<file path="src/rtl/max_unpool_if.sv">
// Stream bundle for max_unpool: pooled {value, argmax} in, full-resolution elements out.
// slave is the unpooler's view; master is the upstream/downstream driver's view.
interface max_unpool_if #(
   parameter int WIDTH = 9
);
   logic                    in_valid;
   logic                    in_ready;
   logic signed [WIDTH-1:0] in_data;
   logic [1:0]              in_idx;
   logic                    out_valid;
   logic                    out_ready;
   logic signed [WIDTH-1:0] out_data;
   logic                    out_eol;

   modport master (
      output in_valid, in_data, in_idx, out_ready,
      input  in_ready, out_valid, out_data, out_eol
   );

   modport slave (
      input  in_valid, in_data, in_idx, out_ready,
      output in_ready, out_valid, out_data, out_eol
   );
endinterface

</file>
<file path="src/rtl/max_unpool.sv">
// Streaming 2x2 max-unpool: a ping-pong pair of pooled-row banks, each row
// replayed as two full-resolution output rows with zeros off the argmax.
module max_unpool #(
   parameter int WIDTH  = 9,
   parameter int POOL_W = 4
) (
   input logic         clk,
   input logic         rst_n,   // active-high asynchronous reset
   max_unpool_if.slave io
);
   localparam int CW  = (POOL_W > 1) ? $clog2(POOL_W) : 1;
   localparam int OCW = $clog2(2 * POOL_W);
   localparam logic [CW-1:0]  WC_LAST = CW'(POOL_W - 1);
   localparam logic [OCW-1:0] OC_LAST = OCW'(2 * POOL_W - 1);

   typedef struct packed {
      logic signed [WIDTH-1:0] val;
      logic [1:0]              idx;
   } entry_t;

   entry_t         bank_q [2][POOL_W];
   logic [1:0]     full_q, full_d;
   logic           wb_q, wb_d;
   logic           rb_q, rb_d;
   logic           rr_q, rr_d;
   logic [CW-1:0]  wc_q, wc_d;
   logic [OCW-1:0] oc_q, oc_d;

   logic           in_rdy, out_vld;
   logic           in_fire, out_fire;
   logic [CW-1:0]  rd_col;
   entry_t         rd_e;

   assign in_rdy   = !full_q[wb_q];
   assign out_vld  = full_q[rb_q];
   assign in_fire  = io.in_valid && in_rdy;
   assign out_fire = out_vld && io.out_ready;

   // Each pooled entry covers two adjacent output columns.
   assign rd_col = CW'(oc_q >> 1);
   assign rd_e   = bank_q[rb_q][rd_col];

   assign io.in_ready  = in_rdy;
   assign io.out_valid = out_vld;
   assign io.out_eol   = (oc_q == OC_LAST);
   assign io.out_data  = (out_vld && (rd_e.idx == {rr_q, oc_q[0]})) ? rd_e.val : '0;

   always_comb begin
      full_d = full_q;
      wb_d   = wb_q;
      wc_d   = wc_q;
      rb_d   = rb_q;
      rr_d   = rr_q;
      oc_d   = oc_q;
      if (in_fire) begin
         if (wc_q == WC_LAST) begin
            full_d[wb_q] = 1'b1;
            wc_d         = '0;
            wb_d         = !wb_q;
         end else begin
            wc_d = wc_q + 1'b1;
         end
      end
      // A fill can only target a non-full bank and a drain only a full one,
      // so both flag updates in one cycle always hit different banks.
      if (out_fire) begin
         if (oc_q == OC_LAST) begin
            oc_d = '0;
            rr_d = !rr_q;
            if (rr_q) begin
               full_d[rb_q] = 1'b0;
               rb_d         = !rb_q;
            end
         end else begin
            oc_d = oc_q + 1'b1;
         end
      end
   end

   always_ff @(posedge clk or posedge rst_n) begin
      if (rst_n) begin
         full_q <= '0;
         wb_q   <= 1'b0;
         rb_q   <= 1'b0;
         rr_q   <= 1'b0;
         wc_q   <= '0;
         oc_q   <= '0;
      end else begin
         full_q <= full_d;
         wb_q   <= wb_d;
         rb_q   <= rb_d;
         rr_q   <= rr_d;
         wc_q   <= wc_d;
         oc_q   <= oc_d;
      end
   end

   always_ff @(posedge clk) begin
      if (in_fire) bank_q[wb_q][wc_q] <= '{val: io.in_data, idx: io.in_idx};
   end
endmodule

</file>
<file path="src/flat_wrapper.sv">
// flat-port wrapper written by rule: the top's interface ports become plain ports
module max_unpool_flat 
#(
   parameter int WIDTH  = 9,
   parameter int POOL_W = 4
)
  (clk, rst_n, io_in_valid, io_in_data, io_in_idx, io_out_ready, io_in_ready, io_out_valid, io_out_data, io_out_eol);
  max_unpool_if #(.WIDTH(WIDTH)) io_i ();
  input logic clk;
  input logic rst_n;
  input wire logic [$bits(io_i.in_valid)-1:0] io_in_valid;
  input wire logic [$bits(io_i.in_data)-1:0] io_in_data;
  input wire logic [$bits(io_i.in_idx)-1:0] io_in_idx;
  input wire logic [$bits(io_i.out_ready)-1:0] io_out_ready;
  output wire logic [$bits(io_i.in_ready)-1:0] io_in_ready;
  output wire logic [$bits(io_i.out_valid)-1:0] io_out_valid;
  output wire logic [$bits(io_i.out_data)-1:0] io_out_data;
  output wire logic [$bits(io_i.out_eol)-1:0] io_out_eol;
  assign io_i.in_valid = io_in_valid;
  assign io_i.in_data = io_in_data;
  assign io_i.in_idx = io_in_idx;
  assign io_i.out_ready = io_out_ready;
  assign io_in_ready = io_i.in_ready;
  assign io_out_valid = io_i.out_valid;
  assign io_out_data = io_i.out_data;
  assign io_out_eol = io_i.out_eol;
  max_unpool #(.WIDTH(WIDTH), .POOL_W(POOL_W)) u_core (.clk(clk), .rst_n(rst_n), .io(io_i));
endmodule
</file>
<file path="config.mk">
export PLATFORM = sky130hd
export DESIGN_NAME = max_unpool_flat
export DESIGN_NICKNAME = d
export VERILOG_FILES = /design/src/rtl/max_unpool_if.sv /design/src/rtl/max_unpool.sv /design/src/flat_wrapper.sv
export SDC_FILE = /design/constraint.sdc
export NUM_CORES = 1
export LEC_CHECK = 0
export ABC_AREA = 1
export ABC_CLOCK_PERIOD_IN_PS = 5300
export CORE_MARGIN = 5
export CORE_UTILIZATION = 35
export DETAILED_ROUTE_END_ITERATION = 12
export SYNTH_ARGS = -nofsm -noshare
export SYNTH_HDL_FRONTEND = slang
export SYNTH_SLANG_ARGS = --single-unit
</file>
<file path="constraint.sdc">
create_clock -name clk -period 5.3 [get_ports clk]
set_input_delay 1.06 -clock clk [delete_from_list [all_inputs] [get_ports clk]]
set_output_delay 1.06 -clock clk [all_outputs]
set_load 0.02 [all_outputs]
</file>
* Yosys cells after proc, flatten, opt, wreduce, memory -nomap -nowiden
Memories as Yosys holds them, arrays and structs flattened.
Index checks and enable logic that the tools add are counted.
** Word-level totals
- Register bits after elaboration :: 10
- Bits in writable memories :: 88
- Input bits :: 15
- Logic and storage cells :: 60
- Memories :: 1
** Operators by class
- $add $sub $neg :: 2
- Magnitude comparators :: 7
- Equality and inequality tests :: 3
- Mux-type cells :: 23
- Bitwise logic cells :: 5
- Reductions and logical operators :: 13
** Memories
- u_core.bank_q :: words 2, bits a word 44, rd ports 1, clocked after memory_dff 0, write ports 1, RTL line max_unpool.sv:21 : entry_t bank_q [2][POOL_W];
** Operators with widths (number)
- 44-bit two-way mux :: 1
- 11-bit two-way mux :: 3
- 11-bit binary-select mux with 2-bit select :: 1
- 11-bit demux with 2-bit select :: 1
- 2-bit two-way mux :: 6
- 9-bit two-way mux :: 1
- 1-bit two-way mux :: 7
- 3-bit >= comparator, second input constant :: 2
- 1-bit logical AND :: 6
- 2-bit NOT with 3-bit output :: 2
- 1-bit logical NOT :: 4
- 1-bit by 2-bit < comparator with 1-bit output, second input constant :: 2
- 2-bit AND reduction :: 2
- 3-bit by 1-bit adder with 3-bit output, second input constant :: 1
- 3-bit equality test, second input constant :: 1
- 3-bit by 1-bit < comparator with 1-bit output, second input constant :: 1
- 3-bit two-way mux :: 1
- 3-bit AND reduction :: 1
- 2-bit by 1-bit adder with 2-bit output, second input constant :: 1
- 2-bit AND :: 1
- 1-bit demux with 1-bit select :: 2
- 2-bit equality test :: 1
- 2-bit equality test, second input constant :: 1
- 1-bit >= comparator, second input constant :: 2
- other kinds (2) :: 2

* Logic depth before layout (Yosys ltp)
- Word-level depth :: 11
- Mapped depth :: 9
- Depth with buffers taken out :: 8

* Worst setup path after synthesis
Ideal clock, no wire load.
- Path type :: reg2out
- Start point :: register u_core.rb_q
- End point :: output io_out_data[0]
- Arrival time :: 1.554 ns
- Required time :: 4.240 ns
- Slack :: 2.686 ns
- Cell stages (with the launch flop) :: 10
- Buffers on the path :: 2
- Path through :: dfrtp_1 > buf_6 > buf_8 > nand2_1 > nand3_1 > nand3_1 > nand2_1 > nand2_1 > nand3_4 > nor3_1
** On the way
- Longest elaborated chain between the ends :: 7
** Ends and longest elaborated chain
- start, declared :: RTL line max_unpool.sv:24 : logic rb_q, rb_d;
- start signal, assigned :: RTL line max_unpool.sv:91 : rb_q <= rb_d;
- memory 2 x 44 bit
- 11-bit binary-select mux with 2-bit select :: RTL line max_unpool.sv:41 : assign rd_e = bank_q[rb_q][rd_col];
- 11-bit two-way mux (not written as such) (2 in a row) :: RTL line max_unpool.sv:41
- 2-bit equality test :: RTL line max_unpool.sv:46 : assign io.out_data = (out_vld && (rd_e.idx == {rr_q, oc_q[0]})) ? rd_e.val : '0;
- 1-bit logical AND :: RTL line max_unpool.sv:46
- 9-bit two-way mux (*) :: RTL line max_unpool.sv:46
- end, declared :: RTL line flat_wrapper.sv:17 : output wire logic [$bits(io_i.out_data)-1:0] io_out_data;
Mark *: on every way between the ends. The rest lies on a longest branch, timed or not. The select of a mux whose other input is x is not followed.

* Worst setup path in the final report
- Start point :: register u_core.rb_q
- End point :: output io_out_data[8]
Same word-level chain as after synthesis.

==> flow_metrics.py <==
metrics = {
    "outcome": {
        "status": "complete, no violations",
    },
    "routing": {
        "drt-initial-drc-count": 175,
        "drcViolationCount": 0,
        "avgRoutedWirePerCell_um": 16.2,
        "avgViaCountPerCell": 4.88,
        "ant_nets": 0,
        "via_count": 2600,
        "drt-pass1-iter-count": 4,
        "drt_wl_total_um": 8630,
    },
    "synth": {
        "yosysWarnings": 0,
        "ys_seq_elements": 98,
        "synth_ff_type": "edfxtp_1",
        "ys_top_cells_by_count": "edfxtp_1, nor2_1, nand2_1, o21ai_0, inv_1",
        "netlist_instances": 356,
        "synth.top_cells.by_area": "edfxtp_1, dfrtp_1, nor2_1",
        "syn_area_um2": 4180,
        "synth_cell_type_count": 25,
        "synth_top_cell_area_share_pct": 63.2,
        "synth_edf_count": 88,
        "synth_fp_nets": 377,
        "syn_avg_cell_area_um2": 11.7,
        "async_reset_ff_share_pct": 10.2,
        "yosysMostFrequentCell": "edfxtp_1",
        "netlist.top_cell.by_area": "edfxtp_1",
        "seq_area_frac_synth_pct": 69.2,
    },
    "finish": {
        "area.sequential_um2": 2890,
        "antenna_cells": 0,
        "fill_cells": 1078,
        "drive_above_1_share_pct": 9.33,
        "multi_input_area_um2": 1070,
        "final_nets": 403,
        "areaGrowthSynthToFinish_pct": 17.1,
        "final_cell_area_um2": 4890,
    },
    "grt": {
        "gr-usage-met1_pct": 15.9,
        "antenna_found_initial": 0,
        "grt_start_max_net_pins": 47,
        "top_usage_layer": "met2",
        "grt-ovfl-total": 0,
        "grt_pass1_vias": 2642,
        "track_usage_pct": 12.6,
        "grt_pass1_wl_um": 13800,
        "use_met2_pct": 21.9,
        "use_met3_pct": 1.66,
    },
    "setup_path": {
        "slowest_stage": "clkdlybuf4s50_1",
        "crit_path_max_incr_delay_ns": 0.67,
        "worst_ep_arrival_time_ns": 2.94,
        "path_max_fanout": 28,
        "required_ns": 4.24,
        "crit_path_start_kind": "register",
        "timing.critical_path.mode_cell": "nand3_1",
        "crit_type": "reg2out",
        "crit_chain": "inv_1 > nand2_1 > nand3_1 > nand3_1 > nand3_1 > nand2_2 > nor3_1 > clkdlybuf4s50_1",
        "end_kind": "primary output",
    },
    "timing": {
        "rsz0062_at_grt": "false",
        "skew_ns": 0.00466,
        "finalSetupViolations": 0,
        "drv_slew": 0,
        "final-hold-violation-count": 0,
        "slew_headroom_pct": 17.7,
        "max_clock_freq_mhz": 250,
        "tns_ns": 0,
        "layout_min_cycle_time_ns": 4.00,
        "period_share_pct": 75.5,
        "worst_pin_slew_ns": 1.23,
    },
    "clocking": {
        "cts_max_path_buffers": 2,
        "htreeDepth": 3,
        "cts_tree": "done",
        "clock_latency_ns": 0.33,
        "clkSlewWorstSetupHoldPaths_ns": 0.06,
        "cts_setup_buffers": 0,
        "root_buffer": "clkbuf_16",
        "holdBufCountCts": 0,
        "ctsResizeCount": 0,
        "cts_sinks": 98,
        "cts_made_buffers": 9,
    },
    "power_and_ir_drop": {
        "ir_drop_mv": 0.215,
        "power.density_nw_per_um2": 506,
        "leakagePower_nw": 1.75,
    },
    "place": {
        "place_area_um2": 4590,
        "io_buffers": 26,
        "hpwl_um": 5380,
        "gp_congestion": 0.759,
    },
    "die": {
        "start_util_pct": 35.2,
        "die_y_um": 119,
        "die-area_um2": 14200,
        "core_area_um2": 11900,
        "num_rows": 40,
        "die_w_um": 119,
        "io_pins": 27,
    },
    "worst_hold_path": {
        "hold_path.class": "reg2reg",
    },
    "flow_run": {
        "max_cap_viol_count": 0,
    },
}
[power breakdown]
part / internal, W / total [W] / switching [W]
logic: 0.000292 / 0.000815 / 0.000523
registers: 0.000919 / 0.000995 / 0.0000757
clock network: 0.000407 / 0.000665 / 0.000258
[final timing paths]
check	startpoint	end	slack [ns]	cells past startpoint
setup / recovery	u_core.rb_q$_DFFE_PP0P_	io_out_data[8]	1.30	8
hold / removal	u_core.rr_q$_DFFE_PP0P_	u_core.rr_q$_DFFE_PP0P_	0.54	1
setup reg to reg	u_core.wb_q$_DFFE_PP0P_	u_core.bank_q[0][19]$_DFFE_PP_	2.79	4
hold reg to reg	u_core.rr_q$_DFFE_PP0P_	u_core.rr_q$_DFFE_PP0P_	0.54	1
max in group asynchronous	rst_n	u_core.oc_q[0]$_DFFE_PP0N_	3.99	2
min in group asynchronous	rst_n	u_core.wc_q[0]$_DFFE_PP0N_	1.01	2
[per-layer routing]
metal,share of wire [%],vias up
met2,50,55
met4,0.97,0
met5,0,-
li1,-,1286
met1,44,1249
met3,4.5,10
[flip-flops by register name, summed over array words and instances (netlist names)]
register,flops
u_core.oc_q,3
u_core.wc_q,2
u_core.wb_q,1
u_core.rr_q,1
u_core.rb_q,1
u_core.bank_q,88
u_core.full_q,2
[critical path, delay by kind of cell, from the launching register on]
family        cells  cell delay (ns)
buf+inv           2             1.26
simple gates      6             0.97
flops             1             0.38
[stage by stage]
stage / power [W] / hold WS, ns / utilization, % / worst slack [ns] / instances
floorplan: 0.00158 / 0.481 / - / 2.69 / 356
global placement: 0.00182 / 0.515 / 38.7 / 1.70 / 518
global route: 0.00264 / 0.578 / 41.3 / 1.10 / 533
CTS: 0.00250 / 0.545 / 41.3 / 1.30 / 533
finish: 0.00247 / 0.543 / 41.3 / 1.30 / 533
detailed placement: 0.00183 / 0.536 / 38.7 / 1.67 / 518
[logic make-up (layout without fill, tap and decap cells)]
kind of cell,after synthesis,after routing,synth area share (%)
flip-flops,98,98,69.2
AND/OR/NAND/NOR,143,143,14.9
adder cells (fa/ha/maj),6,6,1.80
AO/OA/AOI/OAI,55,55,7.63
XOR/XNOR,3,3,0.629
buffers and inverters,51,81,5.87
[cell type report]
type | count | share of cell area [%]
clock buffer | 9 | 4.60
clock inverter | 6 | 1.69
inverter | 33 | 2.53
multi-input combinational | 207 | 21.9
sequential | 98 | 59.1
tap | 147 | 3.76
timing repair buffer | 33 | 6.39
[cell usage in the layout, fill, tap and decap left out, types with 3 or more instances in the layout]
master	Yosys	final
o211ai_1	16	16
nor3_1	14	8
inv_1	31	31
ha_1	6	6
clkbuf_16	0	9
o21ai_0	35	35
edfxtp_1	88	88
nor2_1	56	56
dfrtp_1	10	10
buf_4	3	7
nand2_1	43	43
clkdlybuf4s50_1	0	26
nand3_1	22	22
xor2_1	3	3
nor3_2	1	7
a21oi_1	3	3
No activity file was read; power rests on OpenSTA's default activity.
